===== src/rtl/program_loader.sv =====
// Instruction-memory loader: takes a length-prefixed byte stream, packs big-endian
// 32-bit words into consecutive word addresses and keeps the CPU held until loading completes.
module program_loader #(
    parameter int ADDR_WIDTH = 8
) (
    input  logic                  clock,
    input  logic                  reset_n,
    input  logic                  start,
    input  logic                  in_valid,
    input  logic [7:0]            in_data,
    output logic                  in_ready,
    output logic                  imem_we,
    output logic [ADDR_WIDTH-1:0] imem_addr,
    output logic [31:0]           imem_wdata,
    output logic                  cpu_hold,
    output logic                  done,
    output logic                  error,
    output logic [15:0]           words_loaded
);

    localparam logic [2:0] S_IDLE   = 3'd0;
    localparam logic [2:0] S_LEN_HI = 3'd1;
    localparam logic [2:0] S_LEN_LO = 3'd2;
    localparam logic [2:0] S_DATA   = 3'd3;
    localparam logic [2:0] S_WRITE  = 3'd4;
    localparam logic [2:0] S_DONE   = 3'd5;
    localparam logic [2:0] S_ERROR  = 3'd6;

    // One bit wider than len so that a full-capacity length compares correctly.
    localparam logic [16:0] CAPACITY = 17'(2 ** ADDR_WIDTH);

    logic [2:0]            state_reg, state_next;
    logic [15:0]           len_reg, len_next;
    logic [ADDR_WIDTH-1:0] word_idx_reg, word_idx_next;
    logic [1:0]            byte_cnt_reg, byte_cnt_next;
    logic [23:0]           shift_reg, shift_next;
    logic [ADDR_WIDTH-1:0] addr_reg, addr_next;
    logic [31:0]           wdata_reg, wdata_next;
    logic [15:0]           loaded_reg, loaded_next;

    logic        take;
    logic [15:0] len_full;
    logic        last_word;

    assign in_ready  = (state_reg == S_LEN_HI) || (state_reg == S_LEN_LO) || (state_reg == S_DATA);
    assign take      = in_valid && in_ready;
    assign len_full  = {len_reg[15:8], in_data};
    assign last_word = (16'(word_idx_reg) == (len_reg - 16'd1));

    assign imem_we      = (state_reg == S_WRITE);
    assign imem_addr    = addr_reg;
    assign imem_wdata   = wdata_reg;
    assign done         = (state_reg == S_DONE);
    assign error        = (state_reg == S_ERROR);
    assign cpu_hold     = (state_reg != S_DONE);
    assign words_loaded = loaded_reg;

    always_comb begin
        state_next    = state_reg;
        len_next      = len_reg;
        word_idx_next = word_idx_reg;
        byte_cnt_next = byte_cnt_reg;
        shift_next    = shift_reg;
        addr_next     = addr_reg;
        wdata_next    = wdata_reg;
        loaded_next   = loaded_reg;
        case (state_reg)
            S_IDLE, S_DONE, S_ERROR: begin
                if (start) begin
                    state_next  = S_LEN_HI;
                    loaded_next = 16'd0;
                end
            end
            S_LEN_HI: begin
                if (take) begin
                    len_next[15:8] = in_data;
                    state_next     = S_LEN_LO;
                end
            end
            S_LEN_LO: begin
                if (take) begin
                    len_next = len_full;
                    if (len_full == 16'd0) begin
                        state_next = S_DONE;
                    end else if ({1'b0, len_full} > CAPACITY) begin
                        state_next = S_ERROR;
                    end else begin
                        state_next    = S_DATA;
                        word_idx_next = '0;
                        byte_cnt_next = 2'd0;
                    end
                end
            end
            S_DATA: begin
                if (take) begin
                    if (byte_cnt_reg == 2'd3) begin
                        // Address and word are captured here so they hold after the write pulse.
                        addr_next  = word_idx_reg;
                        wdata_next = {shift_reg, in_data};
                        state_next = S_WRITE;
                    end else begin
                        shift_next    = {shift_reg[15:0], in_data};
                        byte_cnt_next = byte_cnt_reg + 2'd1;
                    end
                end
            end
            S_WRITE: begin
                loaded_next = loaded_reg + 16'd1;
                if (last_word) begin
                    state_next = S_DONE;
                end else begin
                    word_idx_next = word_idx_reg + 1'b1;
                    byte_cnt_next = 2'd0;
                    state_next    = S_DATA;
                end
            end
            default: state_next = S_IDLE;
        endcase
    end

    always_ff @(posedge clock or negedge reset_n) begin
        if (!reset_n) begin
            state_reg    <= S_IDLE;
            len_reg      <= 16'd0;
            word_idx_reg <= '0;
            byte_cnt_reg <= 2'd0;
            shift_reg    <= 24'd0;
            addr_reg     <= '0;
            wdata_reg    <= 32'd0;
            loaded_reg   <= 16'd0;
        end else begin
            state_reg    <= state_next;
            len_reg      <= len_next;
            word_idx_reg <= word_idx_next;
            byte_cnt_reg <= byte_cnt_next;
            shift_reg    <= shift_next;
            addr_reg     <= addr_next;
            wdata_reg    <= wdata_next;
            loaded_reg   <= loaded_next;
        end
    end

endmodule


===== config.mk =====
export PLATFORM = sky130hd
export DESIGN_NAME = program_loader
export DESIGN_NICKNAME = d
export VERILOG_FILES = /design/src/rtl/program_loader.sv
export SDC_FILE = /design/constraint.sdc
export NUM_CORES = 1
export LEC_CHECK = 0
export CAP_MARGIN = 20
export CELL_PAD_IN_SITES_DETAIL_PLACEMENT = 0
export CELL_PAD_IN_SITES_GLOBAL_PLACEMENT = 1
export CORE_MARGIN = 2
export CORE_UTILIZATION = 24
export CTS_BUF_LIST = sky130_fd_sc_hd__clkbuf_2
export CTS_CLUSTER_DIAMETER = 200
export CTS_CLUSTER_SIZE = 28
export DETAILED_ROUTE_END_ITERATION = 10
export HOLD_SLACK_MARGIN = 0.08
export MAX_ROUTING_LAYER = met4
export PLACE_DENSITY = 0.49
export SLEW_MARGIN = 20
export SYNTH_ARGS = -nofsm -noshare
export SYNTH_HDL_FRONTEND = slang
export SYNTH_SLANG_ARGS = --single-unit

===== constraint.sdc =====
create_clock -name clock -period 7 [get_ports clock]
set_input_delay 1.05 -clock clock [delete_from_list [all_inputs] [get_ports clock]]
set_output_delay 1.05 -clock clock [all_outputs]
set_load 0.005 [all_outputs]

# [Yosys cells after proc, flatten, opt, wreduce, memory -nomap -nowiden]
# Cells that the tools add are included.
[classes] muxes=25 order_cmp=1 n_reduce_logical=17 n_eq_ne=18 addsub=4 bitwise_logic=2
[op_table] cell="8-bit two-way mux" count=5
[op_table] cell="16-bit case mux with 2 select lines" count=1
[op_table] cell="8-bit case mux with 2 select lines" count=2
[op_table] cell="3-bit two-way mux" count=8
[op_table] cell="16-bit by 1-bit adder with 16-bit output, second input constant" count=1
[op_table] cell="8-bit by 16-bit equality test with 1-bit output" count=1
[op_table] cell="16-bit by 9-bit greater-than comparator with 1-bit output, second input constant" count=1
[op_table] cell="16-bit zero test" count=1
[op_table] cell="16-bit two-way mux" count=1
[op_table] cell="2-bit inequality test, second input constant" count=8
[op_table] cell="16-bit by 1-bit subtractor with 16-bit output, second input constant" count=1
[op_table] cell="3-bit case mux with 5 select lines" count=1
[op_table] cell="2-bit two-way mux" count=6
[op_table] cell="5-bit AND reduction" count=2
[op_table] cell="3-bit equality test, second input constant" count=3
[op_table] cell="3-bit AND reduction" count=3
[op_table] cell="8-bit by 1-bit adder with 8-bit output, second input constant" count=1
[op_table] cell="7-bit AND reduction" count=1
[op_table] cell="3-bit by 2-bit equality test with 1-bit output, second input constant" count=2
[op_table] cell="2-bit case mux with 3 select lines" count=1
[op_table] cell="2-bit AND reduction" count=2
[op_table] cell="2-bit nonzero test" count=2
[op_table] cell="3-bit by 1-bit equality test with 1-bit output, second input constant" count=1
[op_table] cell="3-bit zero test" count=1
[op_table] cell="9 further kinds" count=11
[totals] elab_cells=76 reg_bits=109 in_bits=12

# [Depth between registers and ports, before layout]
# Gate-level depths: netlist (run 1).
[depth] depth_word=6 depth_mapped=10 mapped_depth_nobuf=9

# [Worst setup path after synthesis (run 1)]
# OpenSTA, ideal clock, no wires.
[synth_timing] kind="input port to flip-flop" start="input port in_data[5]" end="register word_idx_reg[7]" path_buffers=0 required_time_ns=6.917 arrival_ns=2.839 stages=7 setup_time_ns=0.083 slack_ns=4.078 path_cell_list="or4_1 nor3_1 and3b_1 a21oi_1 nor3_1 a221o_1 o21ai_0"
[synth_via] elab_chain_len=3 elab_cells_between_ends=5 cone_classes="order compare: 1; eq/ne: 2; reduce/logical: 2"
[synth_lines] element="start: declaration" line_no="10" text="input logic [7:0] in_data,"
[synth_lines] element="16-bit by 9-bit greater-than comparator with 1-bit output or 16-bit zero test (tied branches)" line_no="85, 83"
[synth_lines] element="2-bit inequality test (no line)"
[synth_lines] element="5-bit AND reduction (no line) *"
[synth_lines] element="end signal: assignment" line_no="134" text="word_idx_reg <= word_idx_next;"
[synth_lines] element="end: declaration" line_no="34" text="logic [ADDR_WIDTH-1:0] word_idx_reg, word_idx_next;"
# Mark *: on every way between the ends. The rest lies on a longest branch, timed or not.
# A chain may end at the register's enable or synchronous reset.

# [Worst setup path after layout (run 1)]
[layout_timing] start="register state_reg[0]" end="output port imem_we"
[layout_via] elab_chain_len=1
[layout_lines] element="start: declaration" line_no="32" text="logic [2:0] state_reg, state_next;"
[layout_lines] element="start signal: assignment" line_no="132" text="state_reg <= state_next;"
[layout_lines] element="3-bit equality test" line_no="50" text="assign imem_we = (state_reg == S_WRITE);"
[layout_lines] element="end: declaration" line_no="12" text="output logic imem_we,"
# No other way between the ends.

==> results of run 1 <==
==> logic make-up (layout without fill, tap and decap cells) <==
group / Yosys count / after routing / share of synthesized area, %
AND/OR/NAND/NOR: 158 / 158 / 16.16
buffers and inverters: 28 / 101 / 2.211
adder cells (fa/ha/maj): 4 / 4 / 0.9719
XOR/XNOR: 10 / 10 / 1.701
multiplexers: 80 / 80 / 17.40
AO/OA/AOI/OAI: 68 / 68 / 8.601
flip-flops: 109 / 109 / 52.96
==> per-layer routing <==
layer  wire length (microns)  GRT usage [%]  part of all wire (%)  up-vias
met5                       0              -                     0        -
met4                     129          2.972                  0.97        0
met3                     733          3.545                   5.5       10
met2                    6167          19.25                    46       95
met1                    6248          16.93                    47     1855
li1                        -              -                     -     1799
==> cell usage in the layout (no fill, tap or decap), types with 4 or more instances in the layout <==
cell type        count
inv_1                8
or4_1                6
mux2i_1              4
xor2_1               5
and2_1               6
and3_1              13
mux2_2              76
nand3_1             20
a21oi_1              9
o211ai_1             6
clkbuf_2            10
o31ai_1              7
nor3_1              11
o22ai_1              6
nor2_1              21
xnor2_1              5
nor4_1               5
ha_1                 4
nand2_1             40
or2_2                4
nand2b_1             7
dfrtp_1            109
buf_4                4
nand4_1              6
o21ai_0             21
clkdlybuf4s50_1     71
==> report_power, final <==
part           internal [mW]  switching, mW
sequential             0.810          0.252
clock                 0.0923          0.233
combinational          0.385          0.338
==> metrics by stage <==
stage / cells / total power [mW] / setup slack, ps / utilization [%]
after floorplan: 457 / 1.491 / 4078 / -
after CTS: 804 / 2.147 / 2805 / 29.95
after detailed placement: 788 / 1.812 / 3123 / 29.30
final: 805 / 2.110 / 2943 / 29.97
after global placement: 788 / 1.799 / 3195 / 29.30
after global routing: 805 / 2.290 / 2624 / 29.97
==> worst paths after layout <==
| path | from | to | slack, ps |
|---|---|---|---|
| min in group clock | words_loaded[15] | words_loaded[15] | 510 |
| setup / recovery | state_reg[0] | imem_we | 2940 |
| hold / removal | reset_n | word_idx_reg[3] | 370 |
| setup reg to reg | len_reg[0] | word_idx_reg[0] | 3760 |
| max in group asynchronous | reset_n | imem_wdata[23] | 5400 |
| hold reg to reg | words_loaded[15] | words_loaded[15] | 510 |
==> layout make-up <==
class	count	share of cell area (%)
multi-input cells	320	36.70
well taps	275	5.461
inverters	9	0.5361
clock buffers	9	0.7149
repair buffers	76	11.83
flip-flops and latches	109	43.29
clock inverters	7	1.469
==> worst register-to-register path: cells and delay by family (launching register included) <==
family	cells	cell delay [ps]
simple gates	5	1700
flops	1	520
compound gates	2	510
fa+ha+maj	1	340
buf+inv	1	120
==> out/metrics.cfg, run 1 <==
[status]
status=finished clean

[global_routing]
grt_start_max_net_pins=62
globalRouteOverflowTotal=0
grt_antenna_before_repair=0
grt_use_total_pct=12.72
grt_pass1_vias=3817
grt_pass1_wl_mm=21.64

[finish]
fin_nets=541
diodes=0
num-fill-cells=2181
multiInputGateArea_sq_um=2312
drive_gt1_share_pct=20.00
syn_to_final_growth_pct=22.35
finalInstanceArea_sq_um=6301
largest_register_ffs=32
seq_area_sq_um=2728

[place]
portBuffers=72
hpwl_mm=9.403
gp_congestion=0.7433
place_area_sq_um=6158

[timing]
setup_violations=0
setup_tns_ps=0
rsz0062_at_grt=false
max_freq_mhz=246.5
hold_viol=0
fin_crit_sh_pct=57.96
fin_crit_ps=4057
fin_hold_ws_ps=373.4
relSlewSlack_pct=32.38
fin_skew_ps=32.32
tightest_slew_ps=1014
maxSlewViolCount=0

[synthesis]
ys_async_sr_fraction_pct=100.0
synth_edf_count=0
ys_seq_area_share_pct=52.96
synth_ff_type=dfrtp_1
synthTopCellsByCount=dfrtp_1, mux2_2, nand2_1
netlist_area_sq_um=5150
yosys.area.top_type=dfrtp_1
synthCells=457
yosysWarnings=0
synth_area_leaders=dfrtp_1, mux2_2, nand2_1
ys_types=53
yosysTopAreaCellShare_pct=52.96
synth_fp_nets=473
avgSynthCellArea_sq_um=11.27
synth_seq_cells=109
synth_most_common_cell=dfrtp_1

[floorplanning]
dieArea_sq_um=22650
rows=53
ios=73
initial_utilization_pct=24.50
design.core.area_sq_um=21020
die_y_microns=150.5
fp.dieW_microns=150.5

[routing]
wl_per_cell_microns=16.50
avgViaCountPerCell=4.670
ant_nets=0
dr_total_vias=3759
routed_wl_mm=13.28
dr.pass1.iters=4
drcViolationCount=0
drtIter0Drc=186

[clocking]
clk_latency_ps=630
post-cts-setup-buffers=0
cts_root_buf=clkbuf_2
cts.path.max_buffers=2
clkSlewWorstSetupHoldPaths_ps=300
cts-resized-gates=0
htree_levels=3
clock_sinks=109
postCtsHoldBufs=0
cts_tree=done
numCtsBuffers=9

[worst_setup_path]
cp_num_buf_inv=2
slowest_stage=dfrtp_1
crit_path_start_kind=flip-flop
crit_arrival_ps=3010
cp-end-kind=output port
crit_chain=or3b_2 -> clkinv_1 -> clkdlybuf4s50_1
critPathMaxFanout=19
slowest_delay_ps=700
critPathTopFamily=buffers and inverters
crit_cells=3
reg2reg_depth=9
crit_type=reg -> out
critPathRequiredTime_ps=5950

[min_path]
hold_path_class=in -> async

[pwr]
cellLeakagePower_nw=2.716
p_per_area_nw_per_um2=334.9
vdd_drop_max_v=0.00009975

[flow_run]
cap_violations=0

(Power assumes the default switching activity.)
==> run 2, diff against run 1 <==
Settings changed: PLACE_DENSITY 0.49 to 0.51.
Clock period 7 ns to 3.28 ns, I/O delays scaled along.
==> out/metrics.cfg, run 2 (synthesis gave the netlist of run 1 again) <==
[routing]
drtIter0Drc=147
dr.pass1.iters=4
avgViaCountPerCell=4.675
drcViolationCount=0
ant_nets=0
wl_per_cell_microns=16.60
routed_wl_mm=13.53
dr_total_vias=3810

[finish]
syn_to_final_growth_pct=23.79
layout_commonest_cell=dfrtp_1
num-fill-cells=2140
stdcell_count=815
layout_common_cells=dfrtp_1, mux2_2, clkdlybuf4s50_1, nand2_1
multiInputGateArea_sq_um=2312
drive_gt1_share_pct=21.34
largest_register_ffs=32
fin_nets=550
seq_area_sq_um=2729

[global_routing]
grt_use_total_pct=13.01
grt_start_max_net_pins=60
grt_pass1_wl_mm=22.00
grt_antenna_before_repair=1
grt_pass1_vias=3896
globalRouteOverflowTotal=0

[pwr]
cellLeakagePower_nw=2.750
vdd_drop_max_v=0.0002915
p_per_area_nw_per_um2=707.9

[floorplanning]
die_y_microns=150.5
fp.dieW_microns=150.5
design.core.area_sq_um=21020
rows=53
ios=73
initial_utilization_pct=24.50
dieArea_sq_um=22650

[clocking]
cts_root_buf=clkbuf_2
cts.path.max_buffers=2
clkSlewWorstSetupHoldPaths_ps=320
cts_tree=done
htree_levels=3
clock_sinks=109
numCtsBuffers=9
clk_latency_ps=650

[worst_setup_path]
crit_path_start_kind=flip-flop
reg2reg_to=word_idx_reg[0]
crit_arrival_ps=2630
critPathMaxFanout=17
critPathRequiredTime_ps=2790
reg2reg_depth=10
crit_type=reg -> out
cp-end-kind=output port
r2r_setup_slack_ps=290
reg2reg_from=len_reg[0]

[timing]
setup_violations=0
max_freq_mhz=320.2
fin_crit_ps=3123
maxSlewViolCount=0
fin_skew_ps=25.75
hold_viol=0
fin_hold_ws_ps=379.4
setup_ws_ps=157.3
fin_crit_sh_pct=95.20
relSlewSlack_pct=52.73
tightest_slew_ps=709.1

[flow_run]
cap_violations=0

[place]
gp_congestion=0.7648
pre_cts_ws_ps=323.3
dpl.cell_count=797
hpwl_mm=9.528
portBuffers=72

[min_path]
hold_path_class=in -> async

[status]
status=finished clean

==> run 2: worst max-delay path, cell delays in order, from the launching register on <==
cell	delay, ps
dfrtp_1	610
or3b_2	570
buf_4	230
clkinv_1	80
clkdlybuf4s50_1	490
==> run 2: per-layer routing <==
layer  track usage [%]  wire (microns)  up-vias
li1                  -               -     1816
met1             17.34            6524     1895
met2             19.00            6001       91
met3             4.848             896        8
met4             2.547             104        0
met5                 -               0        -
==> run 2: stage by stage <==
stage	power (mW)	area [sq um]	setup TNS [ps]	utilization, %
global placement	3.893	6251	0	29.74
global route	4.871	6375	-3.671	30.33
detailed placement	3.927	6251	0	29.74
finish	4.512	6375	0	30.33
floorplan	3.182	5150	0	-
CTS	4.584	6371	0	30.31
==> run 2: power breakdown <==
| part | switching (mW) | total (mW) | leakage (nW) | internal (mW) |
|---|---|---|---|---|
| Combinational | 0.763 | 1.62 | 1.26 | 0.853 |
| Sequential | 0.535 | 2.27 | 1.43 | 1.73 |
| Clock | 0.510 | 0.630 | 0.0656 | 0.120 |
| Total | 1.81 | 4.51 | 2.75 | 2.70 |
==> run 2: repair_timing <==
action,CTS,global route
resized for setup,0,1
setup buffers,0,0
endpoints found under the hold margin,50,0
hold buffers,1,0
endpoints found under the setup margin,0,1
==> run 2: layout make-up <==
cell class                      instances  area share, %
Clock buffer                            9         0.7066
Multi-Input combinational cell        320          36.27
Tap cell                              275          5.397
Inverter                                9         0.5299
Sequential cell                       109          42.81
Timing Repair Buffer                   85          13.23
Antenna cell                            1        0.03925
Clock inverter                          7          1.021
==> run 2: worst max-delay path by stage <==
stage,startpoint,to,cells past startpoint
4_1_cts,state_reg[1],imem_we,4
2_1_floorplan,len_reg[0],word_idx_reg[0],9
5_1_grt,state_reg[1],imem_we,4
3_3_place_gp,len_reg[0],word_idx_reg[0],10
3_5_place_dp,len_reg[0],word_idx_reg[0],10
6_report,state_reg[1],imem_we,4
==> run 3, diff against run 2 <==
Settings changed: HOLD_SLACK_MARGIN 0.08 to not set.
==> results of run 3 <==
No change in the layout: final DEF, timing and power equal those of run 2.
==> RTL change 1, RTL diff (settings of run 2) <==
Put a register stage on the output `error`, with the module's reset. The value now appears one clock later. The other outputs are not delayed to match.
--- a/src/rtl/program_loader.sv
+++ b/src/rtl/program_loader.sv
@@ -52,5 +52,11 @@
     assign imem_wdata   = wdata_reg;
     assign done         = (state_reg == S_DONE);
-    assign error        = (state_reg == S_ERROR);
+    always_ff @(posedge clock or negedge reset_n) begin
+        if (!reset_n) begin
+            error <= '0;
+        end else begin
+            error <= (state_reg == S_ERROR);
+        end
+    end
     assign cpu_hold     = (state_reg != S_DONE);
     assign words_loaded = loaded_reg;
Function: changed (Yosys sat finds a counterexample within 4 cycles, from zero or initial values and one cycle with reset_n low).
==> RTL change 1 against run 2 <==
Wire length down 1.6%. Synthesized area up 0.49%. Register-to-register slack improved by 0.03 ns. Die area up 0.47%. Setup slack improved by 0.17 ns. Largest power group unchanged. Sequential cell count rose by 1. Design area is 1.3% higher. Clock power grew 16%. Total power rose by 2.4%.
==> RTL change 1: results (changes against run 2) <==
Nets=554 (+0.73%); Seq/Total Area, Yosys=53.2% (+0.23 points); Final Skew=0.0382 ns (+0.0125 ns); slowest stage delay, CP=0.50 ns (-0.11 ns); post-route insts no fill=818 (+0.37%); largest net degree at the start of global routing=59 (-1.7%); initial antenna violation count=0 (-1); CTS Buf Count=9 (unchanged); Leakage Power=2.80 nW (+1.9%); CP Max Fanout=9 (-8); CP Data Arrival Time=3.58 ns (+0.95 ns); placed cell areas=6300 um2 (+0.76%); vias per cell=4.75 (+1.6%); first-pass GRT wire length=22100 um (+0.37%); number of flip-flops in the largest register=32 (unchanged); peak supply drop=232 uV (-21%); R2R Setup Slk=0.32 ns (+0.03 ns); initial drt markers=180 (+22%); Final Hold Slack=0.382 ns (+0.00220 ns); WL per Instance=16.3 um (-1.9%); Worst-Skew Late Latency=0.67 ns (+0.02 ns); Post-DP HPWL=9350 um (-1.9%); R2R depth=10 (unchanged); # diodes=0 (-1); synth top area cells=dfrtp_1 53%, mux2_2 17%, nand2_1 2.9%; Total Routing Usage GR=12.9% (-0.15 points); Port Buffers=72 (unchanged); layout cells sized above 1=21.7% (+0.40 points); crit-path leading delay family=simple AND/OR/NAND/NOR gates; Critical R2R Capture=word_idx_reg[3]; Cells after DPL=801 (+0.50%); Post-synth top cells=110 x dfrtp_1, 76 x mux2_2, 40 x nand2_1; Worst-Margin Slew=0.733 ns (+0.0239 ns); outcome=finished clean; worst min path class=in2async; Placer Congestion=0.839 (+9.7%); Cells after Synth=458 (+0.22%); Place WS=0.356 ns (+0.0328 ns); setup bufs post-CTS=0 (unchanged); vias in the first global route=3944 (+1.2%); FFs w/ async S/R, synth=100% (unchanged); Net Count, Synth=474 (+0.21%)
==> RTL change 1: cell count changes in the layout (fill, tap and decap cells not counted), sizes merged <==
cell	before	now
buf	13	16
inv	12	10
dfrtp	109	110
clkinvlp	1	0
diode	1	0
bufinv	0	1
clkinv	3	5
==> RTL change 1: cell families after synthesis <==
kind of cell / Yosys count / share of synthesized area (%)
multiplexers: 80 / 17.3
XOR/XNOR: 10 / 1.69
AND/OR/NAND/NOR: 158 / 16.1
AO/OA/AOI/OAI: 68 / 8.56
buffers and inverters: 28 / 2.20
flip-flops: 110 / 53.2
adder cells (fa/ha/maj): 4 / 0.967
==> RTL change 1: per-layer routing <==
| metal | track usage (%) | part of all wire, % |
|---|---|---|
| met3 | 3.67 | 5.7 |
| met4 | 2.66 | 0.77 |
| met5 | - | 0 |
| met1 | 17.3 | 48 |
| met2 | 19.4 | 46 |
==> RTL change 1: final cells by class <==
class,count,area (um2)
clock buffer,9,45.0
clock inverter,7,101
multi-input combinational,320,2310
tap,275,344
fill,2171,14600
timing repair buffer,88,866
inverter,9,33.8
sequential,110,2750
==> RTL change 1: power by group <==
group / switching (mW) / internal [mW]
Combinational: 0.781 / 0.875
Sequential: 0.489 / 1.74
Clock: 0.530 / 0.202
==> RTL change 1: worst max-delay path by stage <==
stage                            to  slack (ns)          from
floorplan           word_idx_reg[0]        0.75    len_reg[0]
global placement    word_idx_reg[3]        0.45    len_reg[0]
detailed placement  word_idx_reg[0]        0.36    len_reg[0]
CTS                         imem_we        0.08  state_reg[1]
global route        word_idx_reg[3]        0.10    len_reg[0]
finish              word_idx_reg[3]        0.32    len_reg[0]
==> RTL change 1: timing repair <==
action                                 in CTS  in global routing
resized for setup                           0                  1
endpoints found under the hold margin      52                  0
setup endpoints to repair                   0                  1
hold buffers                                1                  0
==> RTL change 2, RTL diff (config.mk and constraints of run 2) <==
Without the edit above. The parameter `ADDR_WIDTH` goes from 8 to 10.
--- a/src/rtl/program_loader.sv
+++ b/src/rtl/program_loader.sv
@@ -2,5 +2,5 @@
 // 32-bit words into consecutive word addresses and keeps the CPU held until loading completes.
 module program_loader #(
-    parameter int ADDR_WIDTH = 8
+    parameter int ADDR_WIDTH = 10
 ) (
     input  logic                  clock,
Ports: changed (resized imem_addr); port bits go from 73 to 75. No check against the original RTL was run, so the function may have changed too.
==> RTL change 2 against run 2 <==
Sequential cell count up 4. Setup slack better by 0.079 ns. Maximum frequency up 2.6%. Total power up 8.3%. Largest power group unchanged. Design area up 6.1%. Clock skew up 0.019 ns. Register-to-register slack worse by 0.05 ns. Largest cell class unchanged. First-iteration DRC count down 5.4%. Critical path depth up 4. Non-clock buffer count up 14. Synthesized area up 3.3%. Wire length down 0.38%.
==> RTL change 2: results (changes against run 2) <==
outcome=finished clean; via count=3929 (+3.1%); final period utilization=92.8% (-2.4 points); RR Startpoint=len_reg[5]; CP Max Fanout=18 (+1); Clock group=0.970 mW (+54%); root buffer cell=clkbuf_2; Total Routing Usage GR=12.5% (-0.56 points); vias in the first global route=4145 (+6.4%); peak supply drop=275 uV (-5.5%); largest net degree at the start of global routing=51 (-15%); H-tree depth=4 (+1); Nets=570 (+3.6%); synth top area cells=dfrtp_1 53%, mux2_2 16%, nand2_1 2.9%; switching power=1.79 mW (-0.84%); Final Skew=0.0445 ns (+0.0187 ns); Worst-Skew Late Latency=0.71 ns (+0.06 ns); R2R Setup Slk=0.24 ns (-0.05 ns); Placer Congestion=0.772 (+0.90%); slowest stage delay, CP=0.53 ns (-0.08 ns); initial antenna violation count=0 (-1); worst-case clock buffer depth=2 (unchanged); worst setup path class=reg2reg; Post-synth top cells=113 x dfrtp_1, 77 x mux2_2, 41 x nand2_1; CP Data Arrival Time=3.66 ns (+1.03 ns); WL per Instance=15.9 um (-4.1%); Power Total=4.89 mW (+8.3%); Comb power frac=36.5% (+0.7 points); synth unique cells=54 (+1.9%); layout cells sized above 1=25.9% (+4.6 points); DRT Pass-1 Iters=6 (+2); clock slew at reported path FFs=0.23 ns (-0.09 ns); initial drt markers=139 (-5.4%); Port Buffers=74 (+2.8%); placed cell areas=6510 um2 (+4.1%); Leakage Power=2.94 nW (+7.1%); fillers=2236 (+4.5%); worst relative slew slack=55.0% (+2.2 points); slowest stage cell, crit path=or4_4; Seq/Total Area, Yosys=53.2% (+0.21 points)
[RTL change 2: changes by cell type in the layout (fill, tap and decap cells not counted), sizes merged, moves of 5 or more]
cell	delta
inv	+8
buf	+12
clkbuf	+8
nand3	-6
o21ai	+7
and3	-6
xnor2	+5
[RTL change 2: worst paths after layout]
kind / to / cells after the start
max reg2reg: word_idx_reg[2] / 8
min reg2reg: words_loaded[15] / 1
min in group clock: len_reg[0] / 3
min: word_idx_reg[7] / 2
max: word_idx_reg[2] / 8
max in group asynchronous: word_idx_reg[4] / 3
[RTL change 2: cell families after synthesis]
logic type / share of synthesized area (%)
mux: 17.3
buf+inv: 2.80
xor+xnor: 3.36
compound gates: 9.34
fa+ha+maj: 0.941
flops: 53.2
simple gates: 13.0
[RTL change 2: layout make-up]
cell class	instances	area, um2	area share [%]
repair buffers	99	941	13.9
well taps	280	350	5.18
inverters	14	52.6	0.777
multi-input cells	309	2350	34.7
flip-flops and latches	113	2830	41.8
clock inverters	15	156	2.31
clock buffers	17	85.1	1.26
[RTL change 2: stage by stage]
stage | hold slack (ns) | instances | utilization (%)
floorplan | 0.196 | 457 | -
global placement | 0.467 | 814 | 29.9
detailed placement | 0.487 | 814 | 29.9
CTS | 0.285 | 847 | 31.1
global route | 0.299 | 847 | 31.1
finish | 0.329 | 847 | 31.1
[RTL change 2: per-layer routing]
metal	vias up	GRT usage, %	wire, um
met5	-	-	0
met3	10	4.11	694
li1	1864	-	-
met2	91	19.0	6190
met1	1964	15.8	6430
met4	0	3.53	161
[RTL change 2: critical path, delay by kind of cell (launching register included)]
kind                   cells  cell delay [ns]
AOI/OAI and AO/OA          4             0.99
buffers and inverters      1             0.28
DFF                        1             0.48
and+or+nand+nor            3             1.23
